## src/rtl/synaptic_dispatch_scheduler_if.sv

```systemverilog
// rtl/synaptic_dispatch_scheduler_if.sv - bus bundle between the synaptic dispatch scheduler and its neighbours
// Ports (master = neuron update stage / SPU side, slave = scheduler):
//   step_start, fire_phase_done       timestep control
//   push_valid, push_tag, full        fired-tag push channel
//   fifo_empty, spu_req_deq,
//   deq_grant, src_tag_out            SPU dequeue channel
//   spu_req_write, wr_grant           shared i_next write port arbitration
//   spu_busy, step_done, overflow     completion and status
interface synaptic_dispatch_scheduler_if #(
  parameter int numspu  = 2,
  parameter int tagbits = 1
);
  logic               step_start;
  logic               fire_phase_done;
  logic               push_valid;
  logic [tagbits-1:0] push_tag;
  logic               full;
  logic               fifo_empty;
  logic [numspu-1:0]  spu_req_deq;
  logic [numspu-1:0]  deq_grant;
  logic [tagbits-1:0] src_tag_out;
  logic [numspu-1:0]  spu_req_write;
  logic [numspu-1:0]  wr_grant;
  logic [numspu-1:0]  spu_busy;
  logic               step_done;
  logic               overflow;

  modport master (
    output step_start, fire_phase_done, push_valid, push_tag,
    output spu_req_deq, spu_req_write, spu_busy,
    input  full, fifo_empty, deq_grant, src_tag_out, wr_grant, step_done, overflow
  );

  modport slave (
    input  step_start, fire_phase_done, push_valid, push_tag,
    input  spu_req_deq, spu_req_write, spu_busy,
    output full, fifo_empty, deq_grant, src_tag_out, wr_grant, step_done, overflow
  );
endinterface

```

## src/rtl/synaptic_dispatch_scheduler.sv

```systemverilog
// rtl/synaptic_dispatch_scheduler.sv - synaptic phase sequencer, fired-tag FIFO and round-robin SPU arbiters
// Ports:
//   clk         rising-edge clock
//   asyn_reset  asynchronous active-high reset
//   bus         synaptic_dispatch_scheduler_if.slave (push channel, dequeue
//               and write arbitration, busy/done/overflow status)
module synaptic_dispatch_scheduler #(
  parameter int numspu       = 2,
  parameter int tagbits      = 1,
  parameter int fifoaddrbits = 2
) (
  input logic                          clk,
  input logic                          asyn_reset,
  synaptic_dispatch_scheduler_if.slave bus
);

  localparam int depth   = 1 << fifoaddrbits;
  localparam int ptrbits = (numspu > 1) ? $clog2(numspu) : 1;
  localparam logic [fifoaddrbits:0] depth_cnt = (fifoaddrbits + 1)'(depth);

  typedef enum logic [3:0] {
    S_IDLE  = 4'b0001,
    S_FIRE  = 4'b0010,
    S_DRAIN = 4'b0100,
    S_DONE  = 4'b1000
  } state_t;

  state_t state, state_nxt;

  logic [tagbits-1:0]      mem [depth];
  logic [fifoaddrbits-1:0] head, tail;
  logic [fifoaddrbits:0]   count;
  logic [ptrbits-1:0]      deq_ptr, wr_ptr;
  logic                    overflow_q;

  logic                    fifo_full, fifo_empty;
  logic [numspu-1:0]       deq_g, wr_g;
  logic                    push_ok, pop, drop;
  logic                    clr_ovf, step_done_c;

  // Round-robin pick: lowest requester at or above ptr wins, otherwise the
  // search wraps to the lowest requester overall.
  function automatic logic [numspu-1:0] rr_grant(input logic [numspu-1:0] req,
                                                 input logic [ptrbits-1:0] ptr);
    logic [numspu-1:0] g;
    logic              found;
    g     = '0;
    found = 1'b0;
    for (int i = 0; i < numspu; i++) begin
      if (!found && req[i] && (i >= int'(ptr))) begin
        g[i]  = 1'b1;
        found = 1'b1;
      end
    end
    for (int i = 0; i < numspu; i++) begin
      if (!found && req[i]) begin
        g[i]  = 1'b1;
        found = 1'b1;
      end
    end
    return g;
  endfunction

  // Pointer that follows a one-hot grant: granted index + 1, wrapping.
  function automatic logic [ptrbits-1:0] next_ptr(input logic [numspu-1:0] g);
    logic [ptrbits-1:0] p;
    p = '0;
    for (int i = 0; i < numspu; i++) begin
      if (g[i]) p = (i == numspu - 1) ? '0 : ptrbits'(i + 1);
    end
    return p;
  endfunction

  assign fifo_full  = (count == depth_cnt);
  assign fifo_empty = (count == '0);

  // No push-to-pop bypass: a pop needs an entry already present this cycle.
  assign deq_g = fifo_empty ? '0 : rr_grant(bus.spu_req_deq, deq_ptr);
  assign wr_g  = rr_grant(bus.spu_req_write, wr_ptr);

  assign push_ok = (state == S_FIRE) && bus.push_valid && !fifo_full;
  assign drop    = bus.push_valid && !push_ok;
  assign pop     = |deq_g;

  assign bus.full        = fifo_full;
  assign bus.fifo_empty  = fifo_empty;
  assign bus.deq_grant   = deq_g;
  assign bus.wr_grant    = wr_g;
  assign bus.src_tag_out = mem[head];
  assign bus.step_done   = step_done_c;
  assign bus.overflow    = overflow_q;

  always_ff @(posedge clk or posedge asyn_reset) begin
    if (asyn_reset) begin
      state <= S_IDLE;
    end else begin
      state <= state_nxt;
    end
  end

  always_comb begin
    state_nxt   = state;
    step_done_c = 1'b0;
    clr_ovf     = 1'b0;
    case (state)
      S_IDLE: begin
        if (bus.step_start) begin
          state_nxt = S_FIRE;
          clr_ovf   = 1'b1;
        end
      end
      S_FIRE: begin
        if (bus.fire_phase_done) state_nxt = S_DRAIN;
      end
      S_DRAIN: begin
        if (fifo_empty && (bus.spu_busy == '0) && (bus.spu_req_deq == '0) &&
            (bus.spu_req_write == '0)) begin
          state_nxt = S_DONE;
        end
      end
      S_DONE: begin
        step_done_c = 1'b1;
        state_nxt   = S_IDLE;
      end
      default: state_nxt = S_IDLE;
    endcase
  end

  // FIFO storage is reset too so src_tag_out reads 0 straight out of reset.
  always_ff @(posedge clk or posedge asyn_reset) begin
    if (asyn_reset) begin
      for (int i = 0; i < depth; i++) mem[i] <= '0;
      head       <= '0;
      tail       <= '0;
      count      <= '0;
      deq_ptr    <= '0;
      wr_ptr     <= '0;
      overflow_q <= 1'b0;
    end else begin
      if (push_ok) begin
        mem[tail] <= bus.push_tag;
        tail      <= tail + 1'b1;
      end
      if (pop) begin
        head    <= head + 1'b1;
        deq_ptr <= next_ptr(deq_g);
      end
      case ({push_ok, pop})
        2'b10:   count <= count + 1'b1;
        2'b01:   count <= count - 1'b1;
        default: count <= count;
      endcase
      if (|wr_g) wr_ptr <= next_ptr(wr_g);
      // A new step starts with a clean flag even if a stray push lands with step_start.
      if (clr_ovf) begin
        overflow_q <= 1'b0;
      end else if (drop) begin
        overflow_q <= 1'b1;
      end
    end
  end

endmodule

```

## src/flat_wrapper.sv

```systemverilog
// flat-port wrapper written by rule: the top's interface ports become plain ports
module synaptic_dispatch_scheduler_flat 
#(
  parameter int numspu       = 2,
  parameter int tagbits      = 1,
  parameter int fifoaddrbits = 2
)
  (clk, asyn_reset, bus_step_start, bus_fire_phase_done, bus_push_valid, bus_push_tag, bus_spu_req_deq, bus_spu_req_write, bus_spu_busy, bus_full, bus_fifo_empty, bus_deq_grant, bus_src_tag_out, bus_wr_grant, bus_step_done, bus_overflow);
  synaptic_dispatch_scheduler_if #(.numspu(numspu), .tagbits(tagbits)) bus_i ();
  input logic clk;
  input logic asyn_reset;
  input wire logic [$bits(bus_i.step_start)-1:0] bus_step_start;
  input wire logic [$bits(bus_i.fire_phase_done)-1:0] bus_fire_phase_done;
  input wire logic [$bits(bus_i.push_valid)-1:0] bus_push_valid;
  input wire logic [$bits(bus_i.push_tag)-1:0] bus_push_tag;
  input wire logic [$bits(bus_i.spu_req_deq)-1:0] bus_spu_req_deq;
  input wire logic [$bits(bus_i.spu_req_write)-1:0] bus_spu_req_write;
  input wire logic [$bits(bus_i.spu_busy)-1:0] bus_spu_busy;
  output wire logic [$bits(bus_i.full)-1:0] bus_full;
  output wire logic [$bits(bus_i.fifo_empty)-1:0] bus_fifo_empty;
  output wire logic [$bits(bus_i.deq_grant)-1:0] bus_deq_grant;
  output wire logic [$bits(bus_i.src_tag_out)-1:0] bus_src_tag_out;
  output wire logic [$bits(bus_i.wr_grant)-1:0] bus_wr_grant;
  output wire logic [$bits(bus_i.step_done)-1:0] bus_step_done;
  output wire logic [$bits(bus_i.overflow)-1:0] bus_overflow;
  assign bus_i.step_start = bus_step_start;
  assign bus_i.fire_phase_done = bus_fire_phase_done;
  assign bus_i.push_valid = bus_push_valid;
  assign bus_i.push_tag = bus_push_tag;
  assign bus_i.spu_req_deq = bus_spu_req_deq;
  assign bus_i.spu_req_write = bus_spu_req_write;
  assign bus_i.spu_busy = bus_spu_busy;
  assign bus_full = bus_i.full;
  assign bus_fifo_empty = bus_i.fifo_empty;
  assign bus_deq_grant = bus_i.deq_grant;
  assign bus_src_tag_out = bus_i.src_tag_out;
  assign bus_wr_grant = bus_i.wr_grant;
  assign bus_step_done = bus_i.step_done;
  assign bus_overflow = bus_i.overflow;
  synaptic_dispatch_scheduler #(.numspu(numspu), .tagbits(tagbits), .fifoaddrbits(fifoaddrbits)) u_core (.clk(clk), .asyn_reset(asyn_reset), .bus(bus_i));
endmodule
```

## config.mk

```make
export PLATFORM = sky130hd
export DESIGN_NAME = synaptic_dispatch_scheduler_flat
export DESIGN_NICKNAME = d
export VERILOG_FILES = /design/src/rtl/synaptic_dispatch_scheduler_if.sv /design/src/rtl/synaptic_dispatch_scheduler.sv /design/src/flat_wrapper.sv
export SDC_FILE = /design/constraint.sdc
export NUM_CORES = 1
export LEC_CHECK = 0
export BUFFER_PORTS_ARGS = -buffer_cell sky130_fd_sc_hd__buf_2
export CAP_MARGIN = 20
export CORE_UTILIZATION = 30
export CTS_BUF_LIST = sky130_fd_sc_hd__clkbuf_8
export CTS_CLUSTER_DIAMETER = 120
export DETAILED_ROUTE_END_ITERATION = 10
export PLACE_DENSITY = 0.58
export SYNTH_ARGS = -nofsm -noshare
export SYNTH_HDL_FRONTEND = slang
export SYNTH_SLANG_ARGS = --single-unit
```

## constraint.sdc

```tcl
create_clock -name clk -period 2.7 [get_ports clk]
set_input_delay 0.27 -clock clk [delete_from_list [all_inputs] [get_ports clk]]
set_output_delay 0.27 -clock clk [all_outputs]
set_load 0.03 [all_outputs]
```

==> results of run 1 <==
-- worst max path at each step --
stage,start,endpoint,slack (ns),cells after the start
CTS,u_core.count[0],u_core.count[2],0.46,8
global placement,u_core.count[0],u_core.count[2],0.55,8
floorplan,u_core.count[0],u_core.count[2],0.27,9
detailed placement,u_core.count[0],u_core.count[2],0.48,8
finish,u_core.count[0],u_core.count[2],0.47,8
global route,u_core.count[0],u_core.count[2],0.31,8
-- layout make-up --
class	count	share of cell area
timing repair buffer	20	0.08351
clock buffer	4	0.04593
inverter	8	0.02505
tap	44	0.04593
sequential	18	0.3768
multi-input combinational	62	0.4228
-- through the flow --
stage	instance area (um2)	worst slack, ns
after floorplan	1005	0.2696
after global placement	1144	0.5474
after detailed placement	1144	0.4796
after CTS	1199	0.4615
after global routing	1199	0.3126
final	1199	0.4657
-- kinds of logic (layout without fill, tap and decap cells) --
kind of cell	after synthesis	in the layout	synth area share
xor+xnor	6	6	0.05231
simple gates	29	29	0.1906
compound gates	14	14	0.09091
buf+inv	10	32	0.04607
flops	18	18	0.4496
fa+ha+maj	6	6	0.08219
mux	7	7	0.08841
-- synth_stat cells --
master            n  area share
or4_2             1      0.0087
o21a_1            3       0.022
dfstp_2           1       0.026
nand2b_1          1      0.0062
o32a_1            1       0.010
mux4_2            1       0.022
and2_1            1      0.0062
nor3b_4           1       0.019
nor2_1            3       0.011
a21boi_0          1      0.0075
nor4_1            2       0.012
nor3_2            4       0.040
mux2i_1           1       0.010
mux2_1            4       0.045
dfrtp_1          17        0.42
a22o_1            1      0.0087
nor4b_1           2       0.017
o21ai_0           5       0.025
ha_1              5       0.062
mux2_2            1       0.011
nand3b_1          1      0.0075
xor2_1            3       0.026
nand2_1           8       0.030
a21oi_1           2       0.010
xnor2_1           3       0.026
or4b_1            1       0.010
nor3_1            2       0.010
o31ai_1           1      0.0075
buf_2             1      0.0050
nand3_1           1      0.0050
fa_1              1       0.020
inv_1             8       0.030
or2b_1            1      0.0075
clkdlybuf4s15_2   1       0.011
-- power by group --
group	switching (W)	internal, W	leakage (nW)	total [W]
logic	0.000286	0.000231	0.304	0.000516
registers	0.000129	0.000388	0.221	0.000517
clock network	0.0000870	0.000129	0.0288	0.000216
-- per-layer routing --
layer,vias up,wire length (um),track usage
met2,18,929,0.1825
met3,2,68,0.02165
met1,352,862,0.1550
li1,356,-,-
met5,-,0,0
met4,0,31,0.05980
-- sequential cells by signal, indices dropped and copies added (netlist names) --
register,count
u_core.mem,4
u_core.state,4
u_core.count,3
u_core.head,2
u_core.tail,2
u_core.bus.overflow,1
u_core.deq_ptr,1
u_core.wr_ptr,1
==> impl_metrics.env, run 1 <==
export IMPL_place_gp_congestion=0.6579
export IMPL_clock_path_buffers=2
export IMPL_arrival_ns=2.41
export IMPL_cp_end_kind="flip-flop"
export IMPL_dr_pass1_iters=4
export IMPL_grt_remaining_overflow=0
export IMPL_fill_cells=334
export IMPL_grt_antenna_before_repair=0
export IMPL_boundaryPins=21
export IMPL_yosys_warnings=0
export IMPL_die_x_um=59.87
export IMPL_hold_slack_ns=0.1224
export IMPL_clk_transition_reported_paths_ns=0.07
export IMPL_h_tree_depth=1
export IMPL_slowest_stage="dfrtp_1"
export IMPL_cts_resized=0
export IMPL_fmax_ghz=0.4476
export IMPL_hpwl_um=1423
export IMPL_via_per_inst=4.667
export IMPL_ir_worst_vdd_mv=0.4101
export IMPL_yosysSeqAreaShare=0.4496
export IMPL_vias=728
export IMPL_final_cells=156
export IMPL_max_cap_violations=0
export IMPL_crit_chain="nor3b_4, nand3b_1, ha_1, inv_1, fa_1, xor2_1, nor2_1, xor2_1"
export IMPL_crit_required_ns=2.88
export IMPL_layout_common_cells="20 x buf_2, 17 x dfrtp_1, 8 x nand2_1, 8 x inv_1"
export IMPL_r2r_start="u_core.count[0]"
export IMPL_setup_tns_ns=0
export IMPL_p_per_area_nw_per_um2=1043
export IMPL_grt_max_degree=19
export IMPL_num_antenna_cells=0
export IMPL_die_height_um=59.87
export IMPL_setup_violations=0
export IMPL_start_kind="flip-flop"
export IMPL_worst_slew_pin_slew_ns=0.7024
export IMPL_multi_input_area_um2=506.7
export IMPL_grt_usage=0.1174
export IMPL_port_buffer_count=20
export IMPL_syn_nets=108
export IMPL_hp_class="in -> async"
export IMPL_drv_slew=0
export IMPL_grt_pass1_wl_um=3042
export IMPL_ctsRootBufferMaster="clkbuf_8"
export IMPL_fin_skew_ns=0.003995
export IMPL_reg2reg_depth=8
export IMPL_crit_path_max_incr_delay_ns=0.46
export IMPL_syn_cell_area_um2=1005
export IMPL_path_max_fanout=7
export IMPL_rsz0062_at_grt="no"
export IMPL_clk_latency_ns=0.25
export IMPL_r2r_end="u_core.count[2]"
export IMPL_die_area_um2=3584
export IMPL_start_util=0.3238
export IMPL_cts_hold_fix_buffers=0
export IMPL_syn_avg_cell_area_um2=11.16
export IMPL_drive_above_1_share=0.2946
export IMPL_cts_buffers=3
export IMPL_drc=0
export IMPL_ant_nets=0
export IMPL_p_leak_nw=0.5543
export IMPL_cts_tree="done"
export IMPL_ys_ff_latch=18
export IMPL_final_min_clock_period_ns=2.234
export IMPL_hold_viol_final=0
export IMPL_dp_cells=152
export IMPL_clkSinkCount=18
export IMPL_syn_to_final_growth_pct=19.30
export IMPL_layout_commonest_cell="buf_2"
export IMPL_drt_iter0_markers=9
export IMPL_status="finished clean"
export IMPL_seqCellArea_um2=451.7
export IMPL_r2r_slack_ns=0.47
export IMPL_crit_buf_inv=1
export IMPL_postCtsSetupBuffers=0
export IMPL_final_nets=131
export IMPL_finalWirelength_um=1891
export IMPL_wl_per_cell_um=12.12
export IMPL_synth_distinct_cells=34
export IMPL_cpMostUsedCell="xor2_1"
export IMPL_grt_pass1_vias=666
export IMPL_period_share=0.8275
export IMPL_synth_cells=90
export IMPL_core_area_um2=3103
export IMPL_cp_top_family="simple AND/OR/NAND/NOR gates"
export IMPL_finalPower_w=0.001250
export IMPL_crit_type="reg -> reg"
export IMPL_final_core_util=0.3863
export IMPL_std_cell_rows=20
export IMPL_relSlewSlack=0.5312
No activity file was read; power rests on OpenSTA's default activity.
==> run 2, diff against run 1 <==
Settings changed: PLACE_DENSITY 0.58 to 0.6.
Clock period 2.7 ns to 2 ns, I/O delays scaled along.
==> run 2 against run 1 <==
Net effect:
- routed wire length fell by 3.5%
- die area did not move
- clock skew about the same
- sequential share of layout area down 1.8 points
- critical path depth down 4
- via count is 1.1% higher
- worst hold slack got worse by 0.071 ns
- global-route usage increased by 0.30 points
- sequential power increased by 29%
- first-iteration DRC count rose by 100%
- register-to-register slack got worse by 0.37 ns
- combinational power increased by 58%
- critical path type unchanged
==> impl_metrics.env, run 2 (synthesized netlist as in run 1, its figures left out) <==
export IMPL_crit_buf_inv=1
export IMPL_boundaryPins=21
export IMPL_hold_slack_ns=0.05145
export IMPL_grt_pass1_wl_um=3180
export IMPL_dp_cells=160
export IMPL_ir_worst_vdd_mv=0.3359
export IMPL_rsz0062_at_grt="no"
export IMPL_period_share=0.9527
export IMPL_wl_per_cell_um=11.12
export IMPL_grt_pass1_vias=722
export IMPL_dr_pass1_iters=4
export IMPL_grt_max_degree=19
export IMPL_cts_buffers=3
export IMPL_core_area_um2=3103
export IMPL_crit_chain="buf_4, or4b_1, nor3_2, mux2_1"
export IMPL_crit_type="reg -> reg"
export IMPL_grt_remaining_overflow=0
export IMPL_drt_iter0_markers=18
export IMPL_fin_skew_ns=0.004162
export IMPL_num_antenna_cells=0
export IMPL_start_util=0.3238
export IMPL_h_tree_depth=1
export IMPL_via_per_inst=4.488
export IMPL_crit_path_max_incr_delay_ns=0.68
export IMPL_worst_slew_pin_slew_ns=0.6959
export IMPL_crit_required_ns=2.13
export IMPL_hpwl_um=1458
export IMPL_clkSinkCount=18
export IMPL_slowest_stage="or4b_1"
export IMPL_status="finished clean"
export IMPL_port_buffer_count=20
export IMPL_die_height_um=59.87
export IMPL_std_cell_rows=20
export IMPL_setup_tns_ns=0
export IMPL_die_x_um=59.87
export IMPL_reg_top3="u_core.mem (4), u_core.state (4), u_core.count (3)"
export IMPL_final_nets=139
export IMPL_finalWirelength_um=1824
export IMPL_final_cells=164
export IMPL_drc=0
export IMPL_p_leak_nw=0.5898
export IMPL_cts_tree="done"
export IMPL_fmax_ghz=0.5248
export IMPL_path_max_fanout=6
export IMPL_clk_latency_ns=0.25
export IMPL_final_core_util=0.4065
export IMPL_arrival_ns=2.04
export IMPL_clock_path_buffers=2
export IMPL_drive_above_1_share=0.3750
export IMPL_layout_commonest_cell="buf_2"
export IMPL_hold_viol_final=0
export IMPL_syn_to_final_growth_pct=25.53
export IMPL_hp_class="in -> async"
export IMPL_ctsRootBufferMaster="clkbuf_8"
export IMPL_layout_common_cells="20 x buf_2, 16 x dfrtp_1, 8 x nand2_1, 8 x inv_1, 8 x buf_4"
export IMPL_die_area_um2=3584
export IMPL_cts_hold_fix_buffers=0
export IMPL_max_cap_violations=0
export IMPL_final_min_clock_period_ns=1.905
export IMPL_setup_violations=0
export IMPL_start_kind="flip-flop"
export IMPL_cp_end_kind="flip-flop"
export IMPL_relSlewSlack=0.5356
export IMPL_p_per_area_nw_per_um2=1376
export IMPL_place_gp_congestion=0.7895
export IMPL_grt_antenna_before_repair=0
export IMPL_drv_slew=0
export IMPL_vias=736
export IMPL_cp_top_family="simple AND/OR/NAND/NOR gates"
export IMPL_clk_transition_reported_paths_ns=0.07
export IMPL_ant_nets=0
export IMPL_grt_usage=0.1204
export IMPL_finalPower_w=0.001735
[run 2: per-layer routing]
| layer | global-route usage | up-vias | part of all wire |
|---|---|---|---|
| li1 | - | 374 | - |
| met1 | 0.1570 | 353 | 0.47 |
| met2 | 0.1921 | 7 | 0.50 |
| met3 | 0.01299 | 2 | 0.015 |
| met4 | 0.06977 | 0 | 0.015 |
| met5 | 0 | - | 0 |
[run 2: area by class of cell]
class                           count  area [um2]
Fill cell                         322        1842
Multi-Input combinational cell     62       518.0
Sequential cell                    18       452.9
Timing Repair Buffer               28       160.2
Tap cell                           44       55.05
Clock buffer                        3       41.29
Inverter                            8       30.03
Clock inverter                      1       3.754
[run 2: worst reg2reg max path, stage by stage (launching register included)]
cell     delay (ns)
dfrtp_1        0.39
buf_4          0.16
or4b_1         0.68
nor3_2         0.24
mux2_1         0.33
[run 2: timing repair]
action                                 in CTS  in global routing
setup endpoints to repair                   0                  1
endpoints found under the hold margin       0                  0
resized for setup                           0                  2
setup buffers                               0                  0
[run 2: final timing paths]
path / cells after the start / slack (ns) / endpoint / start
min in group clk: 2 / 0.17 / u_core.state[1] / bus_fire_phase_done
hold / removal: 2 / 0.05 / u_core.tail[0] / asyn_reset
max in group asynchronous: 2 / 1.47 / u_core.count[1] / asyn_reset
setup / recovery: 4 / 0.09 / u_core.mem[1] / u_core.state[2]
hold reg to reg: 1 / 0.49 / u_core.head[1] / u_core.head[1]
setup reg to reg: 4 / 0.09 / u_core.mem[1] / u_core.state[2]
[run 2: where the power goes]
group	leakage (nW)	internal (W)	switching, W
clock	0.0269	0.000136	0.000117
combinational	0.343	0.000384	0.000433
sequential	0.220	0.000526	0.000139
total	0.590	0.00105	0.000689
[run 2: metrics by stage]
step	worst slack [ns]	area [um2]
floorplan	-0.2624	1010
global placement	0.1049	1209
detailed placement	0.1100	1209
finish	0.09452	1261
CTS	0.09458	1254
global route	0.01392	1261
==> run 3, diff against run 2 <==
Settings changed: CTS_BUF_LIST sky130_fd_sc_hd__clkbuf_8 to sky130_fd_sc_hd__clkbuf_2.
==> run 3 against run 2 <==
Net effect:
- the run now ends with hold timing left
- first-iteration DRC count is 5.6% higher
- non-clock buffer count is 2 higher
- fmax is 1.2% lower
- clock-buffer cell count is 1 higher
- critical path depth stayed put
- routed wire length is 1.2% higher
==> impl_metrics.env, run 3 (synthesized netlist as in run 1, its figures left out) <==
export IMPL_status="finished, violations left"
export IMPL_violations="hold timing"
export IMPL_cp_top_family="simple AND/OR/NAND/NOR gates"
export IMPL_h_tree_depth=1
export IMPL_die_height_um=59.87
export IMPL_std_cell_rows=20
export IMPL_final_nets=141
export IMPL_core_area_um2=3103
export IMPL_start_util=0.3238
export IMPL_hold_viol_final=17
export IMPL_grt_pass1_vias=719
export IMPL_r2r_slack_ns=0.07
export IMPL_place_area_um2=1209
export IMPL_relSlewSlack=0.5374
export IMPL_fill_cells=322
export IMPL_p_per_area_nw_per_um2=1340
export IMPL_drt_iter0_markers=19
export IMPL_reg2reg_depth=4
export IMPL_cts_tree="done"
export IMPL_rsz0062_at_grt="yes"
export IMPL_fmax_ghz=0.5183
export IMPL_path_depth=4
export IMPL_arrival_ns=2.12
export IMPL_layout_commonest_cell="buf_2"
export IMPL_ctsRootBufferMaster="clkbuf_2"
export IMPL_clock_path_buffers=2
export IMPL_p_leak_nw=0.5891
export IMPL_ant_nets=0
export IMPL_grt_max_degree=19
export IMPL_crit_path_max_incr_delay_ns=0.68
export IMPL_die_area_um2=3584
export IMPL_fin_skew_ns=0.006987
export IMPL_drive_above_1_share=0.3934
export IMPL_clk_transition_reported_paths_ns=0.18
export IMPL_layout_common_cells="20 x buf_2, 16 x dfrtp_1, 10 x buf_4, 8 x nand2_1, 7 x inv_1"
export IMPL_place_gp_congestion=0.7895
export IMPL_final_cells=166
export IMPL_setup_tns_ns=0
export IMPL_clkSinkCount=18
export IMPL_crit_required_ns=2.19
export IMPL_reg_top3="u_core.mem (4), u_core.state (4), u_core.count (3)"
export IMPL_wl_per_cell_um=11.12
export IMPL_die_x_um=59.87
export IMPL_finalWirelength_um=1846
export IMPL_cts_hold_fix_buffers=0
export IMPL_via_per_inst=4.434
export IMPL_dr_pass1_iters=2
export IMPL_start_kind="flip-flop"
export IMPL_period_share=0.9646
export IMPL_cp_end_kind="flip-flop"
export IMPL_drv_slew=0
export IMPL_clk_latency_ns=0.29
export IMPL_drc=0
export IMPL_grt_pass1_wl_um=3160
export IMPL_syn_to_final_growth_pct=24.53
export IMPL_dp_cells=160
export IMPL_max_cap_violations=0
export IMPL_final_min_clock_period_ns=1.929
export IMPL_vias=736
export IMPL_cts_buffers=3
export IMPL_hp_class="in -> async"
export IMPL_setup_violations=0
export IMPL_slowest_stage="or4b_1"
export IMPL_crit_chain="buf_4, or4b_1, nor3_2, mux2_1"
export IMPL_hpwl_um=1458
export IMPL_num_antenna_cells=0
export IMPL_hold_slack_ns=-0.01501
export IMPL_port_buffer_count=20
export IMPL_ir_worst_vdd_mv=0.3225
export IMPL_path_max_fanout=6
export IMPL_r2r_end="u_core.mem[1]"
export IMPL_grt_antenna_before_repair=0
export IMPL_crit_type="reg -> reg"
export IMPL_crit_buf_inv=1
export IMPL_grt_usage=0.1190
export IMPL_fin_area_um2=1251
export IMPL_r2r_start="u_core.state[2]"
export IMPL_worst_slew_pin_slew_ns=0.6931
export IMPL_boundaryPins=21
export IMPL_grt_remaining_overflow=0
run 3: cell types whose count changed in the layout (fill, tap and decap cells not counted), sizes merged:
cell    before  now
inv          9    8
clkbuf       3    4
buf         28   30
run 3: routing by layer:
layer | GRT usage | share of wire | vias to the layer above
met5 | 0 | 0 | -
met4 | 0.05980 | 0.015 | 0
met3 | 0.01299 | 0.015 | 2
met2 | 0.1921 | 0.49 | 7
met1 | 0.1570 | 0.48 | 348
li1 | - | - | 379
run 3: worst max-delay path by stage:
stage          slack, ns             from               to
3_5_place_dp        0.11  u_core.count[1]  u_core.count[2]
5_1_grt           -0.008  u_core.state[0]  u_core.count[2]
4_1_cts             0.06  u_core.count[1]  u_core.count[2]
6_report            0.07  u_core.state[2]    u_core.mem[1]
2_1_floorplan      -0.26  u_core.count[0]  u_core.count[2]
3_3_place_gp        0.10  u_core.state[2]    u_core.mem[1]
run 3: report_power, final:
| group | internal (W) | switching, W | total, W |
|---|---|---|---|
| clock network | 0.0000531 | 0.000110 | 0.000163 |
| registers | 0.000524 | 0.000135 | 0.000659 |
| logic | 0.000408 | 0.000447 | 0.000855 |
run 3: what timing repair did:
item | CTS | global route
gates resized for setup | 0 | 2
buffers inserted | 0 | 2
endpoints found under the setup margin | 0 | 1
run 3: final cells by class:
type                    count  area (um2)  share of cell area
well taps                  44       55.05             0.04400
multi-input cells          62       518.0              0.4140
inverters                   8       30.03             0.02400
flip-flops and latches     18       452.9              0.3620
clock buffers               4       20.02             0.01600
repair buffers             30       175.2              0.1400
run 3: through the flow:
stage | hold slack, ns | total power, W | utilization | setup WS, ns
after floorplan | 0.1378 | 0.001261 | - | -0.2624
after global placement | 0.3500 | 0.001473 | 0.3895 | 0.1049
after detailed placement | 0.3592 | 0.001493 | 0.3895 | 0.1100
after CTS | 0.004643 | 0.001658 | 0.3960 | 0.06139
after global routing | 0.0001663 | 0.001827 | 0.4032 | -0.007657
final | -0.01501 | 0.001676 | 0.4032 | 0.07077
